`config.mk`:
```
export PLATFORM = sky130hd
export DESIGN_NAME = mdu_seq
export DESIGN_NICKNAME = d
export VERILOG_FILES = /design/src/rtl/mdu_seq.sv
export SDC_FILE = /design/constraint.sdc
export NUM_CORES = 1
export LEC_CHECK = 0
export CAP_MARGIN = 10
export CORE_ASPECT_RATIO = 0.7
export CORE_MARGIN = 4
export CORE_UTILIZATION = 60
export DETAILED_ROUTE_END_ITERATION = 8
export PLACE_DENSITY = 0.83
export SETUP_SLACK_MARGIN = 0.4
export SYNTH_ARGS = -nofsm -noshare
export SYNTH_HDL_FRONTEND = slang
export SYNTH_SLANG_ARGS = --single-unit
```
`constraint.sdc`:
```
create_clock -name clk -period 6.9 [get_ports clk]
set_input_delay 1.035 -clock clk [delete_from_list [all_inputs] [get_ports clk]]
set_output_delay 1.035 -clock clk [all_outputs]
set_load 0.005 [all_outputs]
```
`src/rtl/mdu_seq.sv`:
```
// Iterative MIPS multiply/divide unit: one bit per cycle, produces HI/LO.
// Optional MDU_DIV0_FAST_EN: divide by zero skips the iterations and goes straight to FIX.
module mdu_seq #(
  parameter int WIDTH = 32
) (
  input  logic             clk,
  input  logic             rst,
  input  logic             start,
  input  logic [2:0]       op,
  input  logic [WIDTH-1:0] a,
  input  logic [WIDTH-1:0] b,
  output logic             busy,
  output logic             done,
  output logic [WIDTH-1:0] hi,
  output logic [WIDTH-1:0] lo
);
  localparam int CW = $clog2(WIDTH) + 1;

  typedef enum logic [1:0] {IDLE, RUN, FIX} state_t;
  state_t state, state_nxt;

  logic [2*WIDTH-1:0] acc;
  logic [WIDTH-1:0]   m;
  logic [CW-1:0]      cnt;
  logic               is_div, neg_res, neg_rem;

  // request decode and operand magnitudes
  logic             start_mdu, op_div, op_signed, sa, sb;
  logic [WIDTH-1:0] amag, bmag;
  assign start_mdu = start && !op[2];
  assign op_div    = op[1];
  assign op_signed = !op[0];
  assign sa        = op_signed && a[WIDTH-1];
  assign sb        = op_signed && b[WIDTH-1];
  assign amag      = sa ? -a : a;
  assign bmag      = sb ? -b : b;
`ifdef MDU_DIV0_FAST_EN
  logic div0;
  assign div0 = op_div && (b == '0);
`endif

  // multiply step: conditional add into the upper half, then shift right
  logic [WIDTH:0]     mul_sum;
  logic [2*WIDTH-1:0] mul_nxt;
  assign mul_sum = {1'b0, acc[2*WIDTH-1:WIDTH]} + (acc[0] ? {1'b0, m} : '0);
  assign mul_nxt = {mul_sum, acc[WIDTH-1:1]};

  // divide step: remainder needs one extra bit after the left shift
  logic [WIDTH:0]     trial, diff;
  logic [2*WIDTH-1:0] div_nxt;
  assign trial   = acc[2*WIDTH-1:WIDTH-1];
  assign diff    = trial - {1'b0, m};
  assign div_nxt = diff[WIDTH] ? {trial[WIDTH-1:0], acc[WIDTH-2:0], 1'b0}
                               : {diff[WIDTH-1:0],  acc[WIDTH-2:0], 1'b1};

  logic [2*WIDTH-1:0] prod;
  logic [WIDTH-1:0]   quo, rem;
  assign prod = neg_res ? -acc : acc;
  assign quo  = neg_res ? -acc[WIDTH-1:0] : acc[WIDTH-1:0];
  assign rem  = neg_rem ? -acc[2*WIDTH-1:WIDTH] : acc[2*WIDTH-1:WIDTH];

  always_comb begin
    state_nxt = state;
    case (state)
      IDLE: if (start_mdu) begin
`ifdef MDU_DIV0_FAST_EN
        state_nxt = div0 ? FIX : RUN;
`else
        state_nxt = RUN;
`endif
      end
      RUN:  if (cnt == CW'(WIDTH - 1)) state_nxt = FIX;
      FIX:  state_nxt = IDLE;
      default: state_nxt = IDLE;
    endcase
  end

  always_ff @(posedge clk) begin
    if (rst) begin
      state   <= IDLE;
      busy    <= 1'b0;
      done    <= 1'b0;
      hi      <= '0;
      lo      <= '0;
      acc     <= '0;
      m       <= '0;
      cnt     <= '0;
      is_div  <= 1'b0;
      neg_res <= 1'b0;
      neg_rem <= 1'b0;
    end else begin
      state <= state_nxt;
      busy  <= (state_nxt != IDLE);
      done  <= (state == FIX);
      case (state)
        IDLE: begin
          if (start_mdu) begin
            acc     <= {{WIDTH{1'b0}}, (op_div ? amag : bmag)};
            m       <= op_div ? bmag : amag;
            cnt     <= '0;
            is_div  <= op_div;
            neg_res <= sa ^ sb;
            neg_rem <= sa;
`ifdef MDU_DIV0_FAST_EN
            // same remainder/quotient the full restoring run would leave
            if (div0) acc <= {amag, {WIDTH{1'b1}}};
`endif
          end else if (start && op == 3'b100) begin
            hi <= a;
          end else if (start && op == 3'b101) begin
            lo <= a;
          end
        end
        RUN: begin
          acc <= is_div ? div_nxt : mul_nxt;
          cnt <= cnt + 1'b1;
        end
        FIX: begin
          if (is_div) begin
            hi <= rem;
            lo <= quo;
          end else begin
            hi <= prod[2*WIDTH-1:WIDTH];
            lo <= prod[WIDTH-1:0];
          end
        end
        default: ;
      endcase
    end
  end
endmodule

```
==> key figures, run 1 <==
Place
  • Placer congestion estimate: 1.02
  • Detail Placement HPWL: 44.2 mm
  • Port-buffer cells: 135

Worst hold path
  • Worst hold-check path type: flop to flop

Global route
  • First-pass GRT wire length: 86.5 mm
  • Antenna violations before repair: 2
  • GRT Total Usage: 0.407
  • Gr ovfl total: 0
  • Largest net degree at the start of global routing: 83
  • Vias in the first global route: 14100

Finish
  • Register Area: 3460 µm²
  • Nets: 2189
  • Fillers: 2043
  • Multi-input logic area: 10300 µm²
  • Layout cell share with drive strength beyond 1: 0.0378
  • Final core utilization: 0.693
  • Area delta synth->final: 13.1%

Route
  • Detail Route Antenna Nets: 0
  • Final WL: 57.9 mm
  • Drt via density: 6.89
  • Number of DRC markers in iteration 0: 2889
  • Drt first pass iters: 9
  • Vias post-DR: 16400
  • Remaining DRCs: 2
  • Post-DR wirelength/cell: 24.3 µm

Synthesis
  • Post-Syn Area per Cell: 7.16 µm²
  • Synthesized cell area: 14600 µm²
  • Primary FF master, synth: dfxtp_1
  • Post-synthesis sequential area ratio: 0.238
  • Syn_nets: 2174
  • Largest cells by area after synthesis: dfxtp_1 24%, a21oi_1 7.4%, nor2_1 6.5%
  • Yosys reg bits: 173
  • Share of the synthesized area in the top cell type: 0.238
  • Asr flop ratio synth: 0
  • Synth Warn #: 0
  • Unique masters post-synth: 75
  • Area leader, netlist: dfxtp_1
  • Mapped Cells: 2033
  • Number of synthesized flops with an enable pin: 0

Floorplan
  • Total I/O pin count: 136
  • DIE WIDTH: 194 µm
  • Die ar.: 26900 µm²
  • Area of the core: 23800 µm²
  • Effective utilization at floorplan: 0.613
  • Die H: 138 µm
  • Row count: 47

Clock tree
  • Hold_buf cts: 0
  • Reg clk slew, reported paths: 0.08 ns
  • Cts bufs inserted: 17
  • CTS tree: done
  • H-tree depth: 4
  • Clk_lat worst skew: 0.46 ns
  • Clock sinks: 173
  • CTS Root Buffer Type: clkbuf_16
  • CTS resizes: 0
  • Max Root-Sink Buffers: 2
  • Setup Fix Bufs, Post-CTS: 0

STA
  • Slew @ Worst Pin: 1.10 ns
  • Final hold viol count: 0
  • Part of the cycle the worst path needs: 0.637
  • Final Max Slew Viols: 0
  • Final setup TNS: 0 ns
  • Final min period: 4.39 ns
  • Fmax: 228 MHz
  • Clock Skew: 0.0132 ns
  • RSZ-0062 raised after global routing: false
  • Max-slew headroom: 0.266
  • # setup viols final: 0

Pwr
  • Maximum VDD drop: 0.199 mV
  • Leak Pwr: 6.23 nW
  • Pwr Density: 186 nW/µm²

Worst setup path
  • Critical path fanouts, max: 31
  • Crit path DAT: 4.74 ns
  • Critical path required time: 7.24 ns
  • Crit. End Element: flop
  • Crit Path Category: flop to flop
  • Startpoint class of the critical path: flop

Run status
  • Status: complete, but fails checks
  • Violated checks: design-rule violations

Flow run
  • MaxCap Viol Count: 0
## per-layer routing
layer	GRT usage	vias to the layer above	part of all wire
li1	-	7377	-
met1	0.638	7584	0.43
met2	0.512	1305	0.37
met3	0.142	133	0.17
met4	0.119	4	0.030
met5	0	-	0.00047
## kinds of logic after synthesis
family	count (synthesis)	share of synthesized area
adder cells (fa/ha/maj)	71	0.0620
multiplexers	42	0.0291
XOR/XNOR	161	0.0974
buffers and inverters	227	0.0601
AND/OR/NAND/NOR	694	0.219
AO/OA/AOI/OAI	665	0.295
flip-flops	173	0.238
## power breakdown
| part | internal (mW) | total [mW] | leakage, nW | switching [mW] |
|---|---|---|---|---|
| Sequential | 1.04 | 1.12 | 1.41 | 0.0782 |
| Clock | 0.533 | 1.02 | 0.295 | 0.487 |
| Combinational | 0.330 | 0.915 | 4.53 | 0.585 |
## worst paths after layout
check / from / end / slack, ns / cells past startpoint
min: lo[22] / lo[22] / 0.46 / 2
max reg2reg: acc[0] / acc[61] / 2.51 / 12
min reg2reg: lo[22] / lo[22] / 0.46 / 2
max: acc[0] / acc[61] / 2.51 / 12
## cell usage after synthesis, types with 11 or more instances
| cell type | n |
|---|---|
| a211oi_1 | 93 |
| a21o_1 | 34 |
| a21oi_1 | 215 |
| a311oi_1 | 17 |
| a31oi_1 | 16 |
| clkbuf_1 | 143 |
| dfxtp_1 | 173 |
| ha_1 | 69 |
| inv_1 | 71 |
| mux2i_1 | 39 |
| nand2_1 | 205 |
| nand2b_1 | 28 |
| nand3_1 | 36 |
| nand4_1 | 13 |
| nor2_1 | 252 |
| nor2b_1 | 20 |
| nor3_1 | 35 |
| nor4_1 | 24 |
| o211ai_1 | 36 |
| o21ai_0 | 115 |
| o31ai_1 | 25 |
| or3_1 | 21 |
| or4_1 | 11 |
| xnor2_1 | 78 |
| xor2_1 | 82 |
## state kept, by name, summed over array words and instances (netlist names)
signal,flops
neg_rem,1
done,1
hi,32
is_div,1
state,2
lo,32
busy,1
neg_res,1
acc,64
m,32
cnt,6
## layout by cell type, fill, tap and decap left out, drive strengths merged, types with 8 or more instances in the layout
master,count
a2111oi,8
nand4,13
o41ai,11
nand2,205
buf,19
xor2,83
clkdlybuf4s50,133
nand3,36
o221ai,10
a31oi,16
o21ai,118
or3,21
ha,69
xnor2,78
a21o,34
nor4,24
o31ai,26
nor2b,20
dfxtp,173
nand2b,28
a211oi,93
inv,79
o211ai,36
nor3,35
nor2,252
and2,8
a22oi,10
clkbuf,19
a311oi,17
mux2i,39
or4,12
and3,10
a21oi,215
## critical path: stages, from the launching register on
cell and delay, ns:
dfxtp_1 0.55, inv_1 0.12, buf_4 0.42, nor2_1 0.11
ha_1 0.49, nand4_1 0.22, or3_1 0.42, a211oi_1 0.57
o21ai_1 0.26, o21a_1 0.24, or3b_2 0.46, a21oi_1 0.29
nor4_1 0.09
## through the flow
stage,power (mW),worst slack [ns],cell area [µm²],instances,hold slack (ns)
after CTS,3.00,2.73,16500,2379,0.453
after global routing,3.15,2.34,16500,2380,0.465
after detailed placement,2.00,2.62,15900,2347,0.443
final,3.06,2.51,16500,2380,0.455
after global placement,1.99,2.65,15900,2347,0.440
after floorplan,1.69,3.64,14600,2033,0.432
## cell type report
type,count,share of cell area
tap,318,0.0242
multi-input combinational,1633,0.623
timing repair buffer,152,0.0894
antenna,1,0.000152
inverter,71,0.0162
sequential,173,0.210
clock inverter,13,0.00866
clock buffer,19,0.0275
Note: power is estimated with default switching activity, not from simulation.
==> run 2, diff against run 1 <==
--- a/config.mk
+++ b/config.mk
@@ -8,9 +8,9 @@
 export CAP_MARGIN = 10
 export CORE_ASPECT_RATIO = 0.7
 export CORE_MARGIN = 4
-export CORE_UTILIZATION = 60
+export CORE_UTILIZATION = 59
 export DETAILED_ROUTE_END_ITERATION = 8
-export PLACE_DENSITY = 0.83
+export PLACE_DENSITY = 0.82
 export SETUP_SLACK_MARGIN = 0.4
 export SYNTH_ARGS = -nofsm -noshare
 export SYNTH_HDL_FRONTEND = slang
==> constraint.sdc (replaced) <==
create_clock -name clk -period 4.1 [get_ports clk]
set_input_delay 0.615 -clock clk [delete_from_list [all_inputs] [get_ports clk]]
set_output_delay 0.615 -clock clk [all_outputs]
set_load 0.005 [all_outputs]
==> run 2 against run 1 <==
  * The run now ends clean
  * Via count grew 0.93%
  * Worst setup slack lost 2.1 ns
  * Maximum frequency grew 19%
  * Core utilization grew 1.1 points
  * Clock power grew 63%
  * Global-route usage shrank 0.080 points
  * First-iteration DRC count grew 1.1%
  * Largest power group unchanged
  * Count of clock-buffer cells in the layout shrank 1
  * Combinational power grew 79%
  * Flip-flop and latch count is the same
  * Worst hold slack gained 0.0032 ns
  * Register-to-register slack lost 2.1 ns
==> key figures, run 2 (synthesis gave the netlist of run 1 again) <==
Run status
  • Status: complete, no violations (was complete, but fails checks)

Pwr
  • Switching power: 1.98 mW (was 1.15 mW)
  • Register share of total power: 0.361 (was 0.367)
  • Maximum VDD drop: 0.307 mV (was 0.199 mV)
  • Leak Pwr: 6.47 nW (was 6.23 nW)
  • Clock power share: 0.321 (was 0.334)
  • Comb pwr share: 0.318 (was 0.299)
  • Pwr Density: 307 nW/µm² (was 186 nW/µm²)
  • Int Pwr: 3.19 mW (was 1.91 mW)
  • Net Sw Frac: 0.383 (was 0.376)

Clock tree
  • H-tree depth: 4 (unchanged)
  • Max Root-Sink Buffers: 2 (unchanged)
  • Setup Fix Bufs, Post-CTS: 0 (unchanged)
  • CTS tree: done (unchanged)
  • CTS resizes: 1 (was 0)
  • Clk_lat worst skew: 0.46 ns (about the same)
  • Reg clk slew, reported paths: 0.07 ns (was 0.08 ns)
  • Hold_buf cts: 0 (unchanged)
  • Cts bufs inserted: 17 (unchanged)
  • Clock sinks: 173 (unchanged)
  • CTS Root Buffer Type: clkbuf_16 (unchanged)

Worst hold path
  • Hold path startpoint: hi[22] (was lo[22])
  • Hold worst-path end: hi[22] (was lo[22])
  • Worst hold-check path type: flop to flop (unchanged)
  • Hold path cells: 2 (unchanged)

STA
  • RSZ-0062 raised after global routing: true (was false)
  • Slew @ Worst Pin: 1.09 ns (was 1.10 ns)
  • Clock Skew: 0.0202 ns (was 0.0132 ns)
  • Final hold viol count: 0 (unchanged)
  • Part of the cycle the worst path needs: 0.902 (was 0.637)
  • Fmax: 270 MHz (was 228 MHz)
  • Final Max Slew Viols: 0 (unchanged)
  • # setup viols final: 0 (unchanged)
  • Hold Slack: 0.458 ns (was 0.455 ns)
  • Final setup TNS: 0 ns (unchanged)
  • Max-slew headroom: 0.275 (was 0.266)
  • Final min period: 3.70 ns (was 4.39 ns)

Worst setup path
  • Crit Path Category: flop to flop (unchanged)
  • Critical path fanouts, max: 14 (was 31)
  • Startpoint class of the critical path: flop (unchanged)
  • Crit path DAT: 4.05 ns (was 4.74 ns)
  • R2R Setup Slk: 0.40 ns (was 2.51 ns)
  • Crit. End Element: flop (unchanged)
  • FF-to-FF End: acc[61] (unchanged)
  • R2r worst-path depth: 13 (was 12)
  • Worst r2r src: acc[31] (was acc[0])
  • Critical path required time: 4.46 ns (was 7.24 ns)

Global route
  • GRT Total Usage: 0.407 (about the same)
  • Gr ovfl total: 0 (unchanged)
  • Vias in the first global route: 14500 (was 14100)
  • Antenna violations before repair: 0 (was 2)
  • First-pass GRT wire length: 87.0 mm (was 86.5 mm)
  • Largest net degree at the start of global routing: 99 (was 83)

Route
  • Number of DRC markers in iteration 0: 2922 (was 2889)
  • Vias post-DR: 16600 (was 16400)
  • Remaining DRCs: 0 (was 2)
  • Max Used Layer: met4 (was met5)
  • Detail Route Antenna Nets: 0 (unchanged)
  • Met2 WL: 21.8 mm (was 21.5 mm)
  • Drt first pass iters: 6 (was 9)
  • DRT met1 WL: 24.3 mm (was 24.7 mm)
  • Post-DR wirelength/cell: 24.0 µm (was 24.3 µm)
  • Final WL: 58.3 mm (was 57.9 mm)
  • Met3 Wirelength: 10.7 mm (was 9.98 mm)
  • Drt via density: 6.83 (was 6.89)

Place
  • Detail Placement HPWL: 45.5 mm (was 44.2 mm)
  • Port-buffer cells: 135 (unchanged)
  • Placer congestion estimate: 1.03 (was 1.02)
  • Placed cell area: 16200 µm² (was 15900 µm²)

Floorplan
  • Area of the core: 23900 µm² (was 23800 µm²)
  • DIE WIDTH: 196 µm (was 194 µm)
  • Die ar.: 27300 µm² (was 26900 µm²)
  • Die H: 139 µm (was 138 µm)
  • Row count: 47 (unchanged)
  • Total I/O pin count: 136 (unchanged)
  • Effective utilization at floorplan: 0.608 (was 0.613)

Finish
  • Leading cell type in the layout, fill and taps excluded: nor2_1 (unchanged)
  • Design area: 16800 µm² (was 16500 µm²)
  • Max reg flops: 64 (unchanged)
  • # diodes: 0 (was 1)
  • Layout cell share with drive strength beyond 1: 0.0607 (was 0.0378)
  • Commonest non-fill, non-tap cells in the layout: 250 x nor2_1, 214 x a21oi_1, 205 x nand2_1, 172 x dfxtp_1, 133 x clkdlybuf4s50_1 (was 249 x nor2_1, 215 x a21oi_1, 205 x nand2_1, 172 x dfxtp_1, 133 x clkdlybuf4s50_1)
  • Area delta synth->final: 15.7% (was 13.1%)
  • Nets: 2235 (was 2189)
  • Reg with most FFs: acc (unchanged)

Flow run
  • MaxCap Viol Count: 0 (unchanged)
run 2: cell types whose count changed in the layout (fill, tap and decap cells not counted), moves of 2 or more:
cell	delta
clkinv_4	-3
nor3_2	+2
buf_12	+3
nor3_1	-2
inv_8	+3
buf_4	+43
run 2: power groups by stage:
stage          registers, mW  clock network, mW  logic [mW]
3_3_place_gp            1.89                  0        1.52
6_report                1.86               1.66        1.64
4_1_cts                 1.86               1.65        1.55
2_1_floorplan           1.84                  0        1.01
3_5_place_dp            1.89                  0        1.54
5_1_grt                 1.87               1.72        1.73
run 2: stage by stage:
stage,setup WS (ns),util,power (mW),std cells
2_1_floorplan,0.839,-,2.85,2033
3_3_place_gp,0.514,0.679,3.41,2393
3_5_place_dp,0.415,0.679,3.44,2393
4_1_cts,0.499,0.703,5.06,2425
5_1_grt,0.327,0.704,5.32,2425
6_report,0.401,0.704,5.16,2425
run 2: worst max-delay path: stages (launching register included):
cell and delay (ns):
dfxtp_1 0.37, inv_1 0.10, ha_1 0.23, fa_1 0.39, nand2b_1 0.20, a21oi_1 0.35, o21ai_1 0.20, a21oi_1 0.40
a21o_1 0.24, xor2_2 0.27, buf_12 0.19, mux2i_1 0.09, a311o_1 0.37, nor4_1 0.18
run 2: per-layer routing:
metal | GRT usage | vias up
li1 | - | 7453
met3 | 0.172 | 145
met2 | 0.527 | 1377
met1 | 0.613 | 7581
met4 | 0.0981 | 0
met5 | 0 | -
run 2: worst max-delay path by stage:
stage          cells after the start  slack (ns)  endpoint     from
6_report                          13        0.40   acc[61]  acc[31]
5_1_grt                           13        0.33   acc[61]  acc[31]
4_1_cts                           14        0.50   acc[62]   acc[0]
3_5_place_dp                      14        0.42   acc[61]   acc[0]
3_3_place_gp                      14        0.51   acc[61]   acc[0]
2_1_floorplan                     12        0.84   acc[62]  acc[32]
run 2: layout make-up:
cell class              instances  area (µm²)
flip-flops and latches        173        3460
multi-input cells            1633       10300
repair buffers                198        1850
inverters                      71         267
fillers                      2015        7090
well taps                     318         398
clock inverters                14         140
clock buffers                  18         439
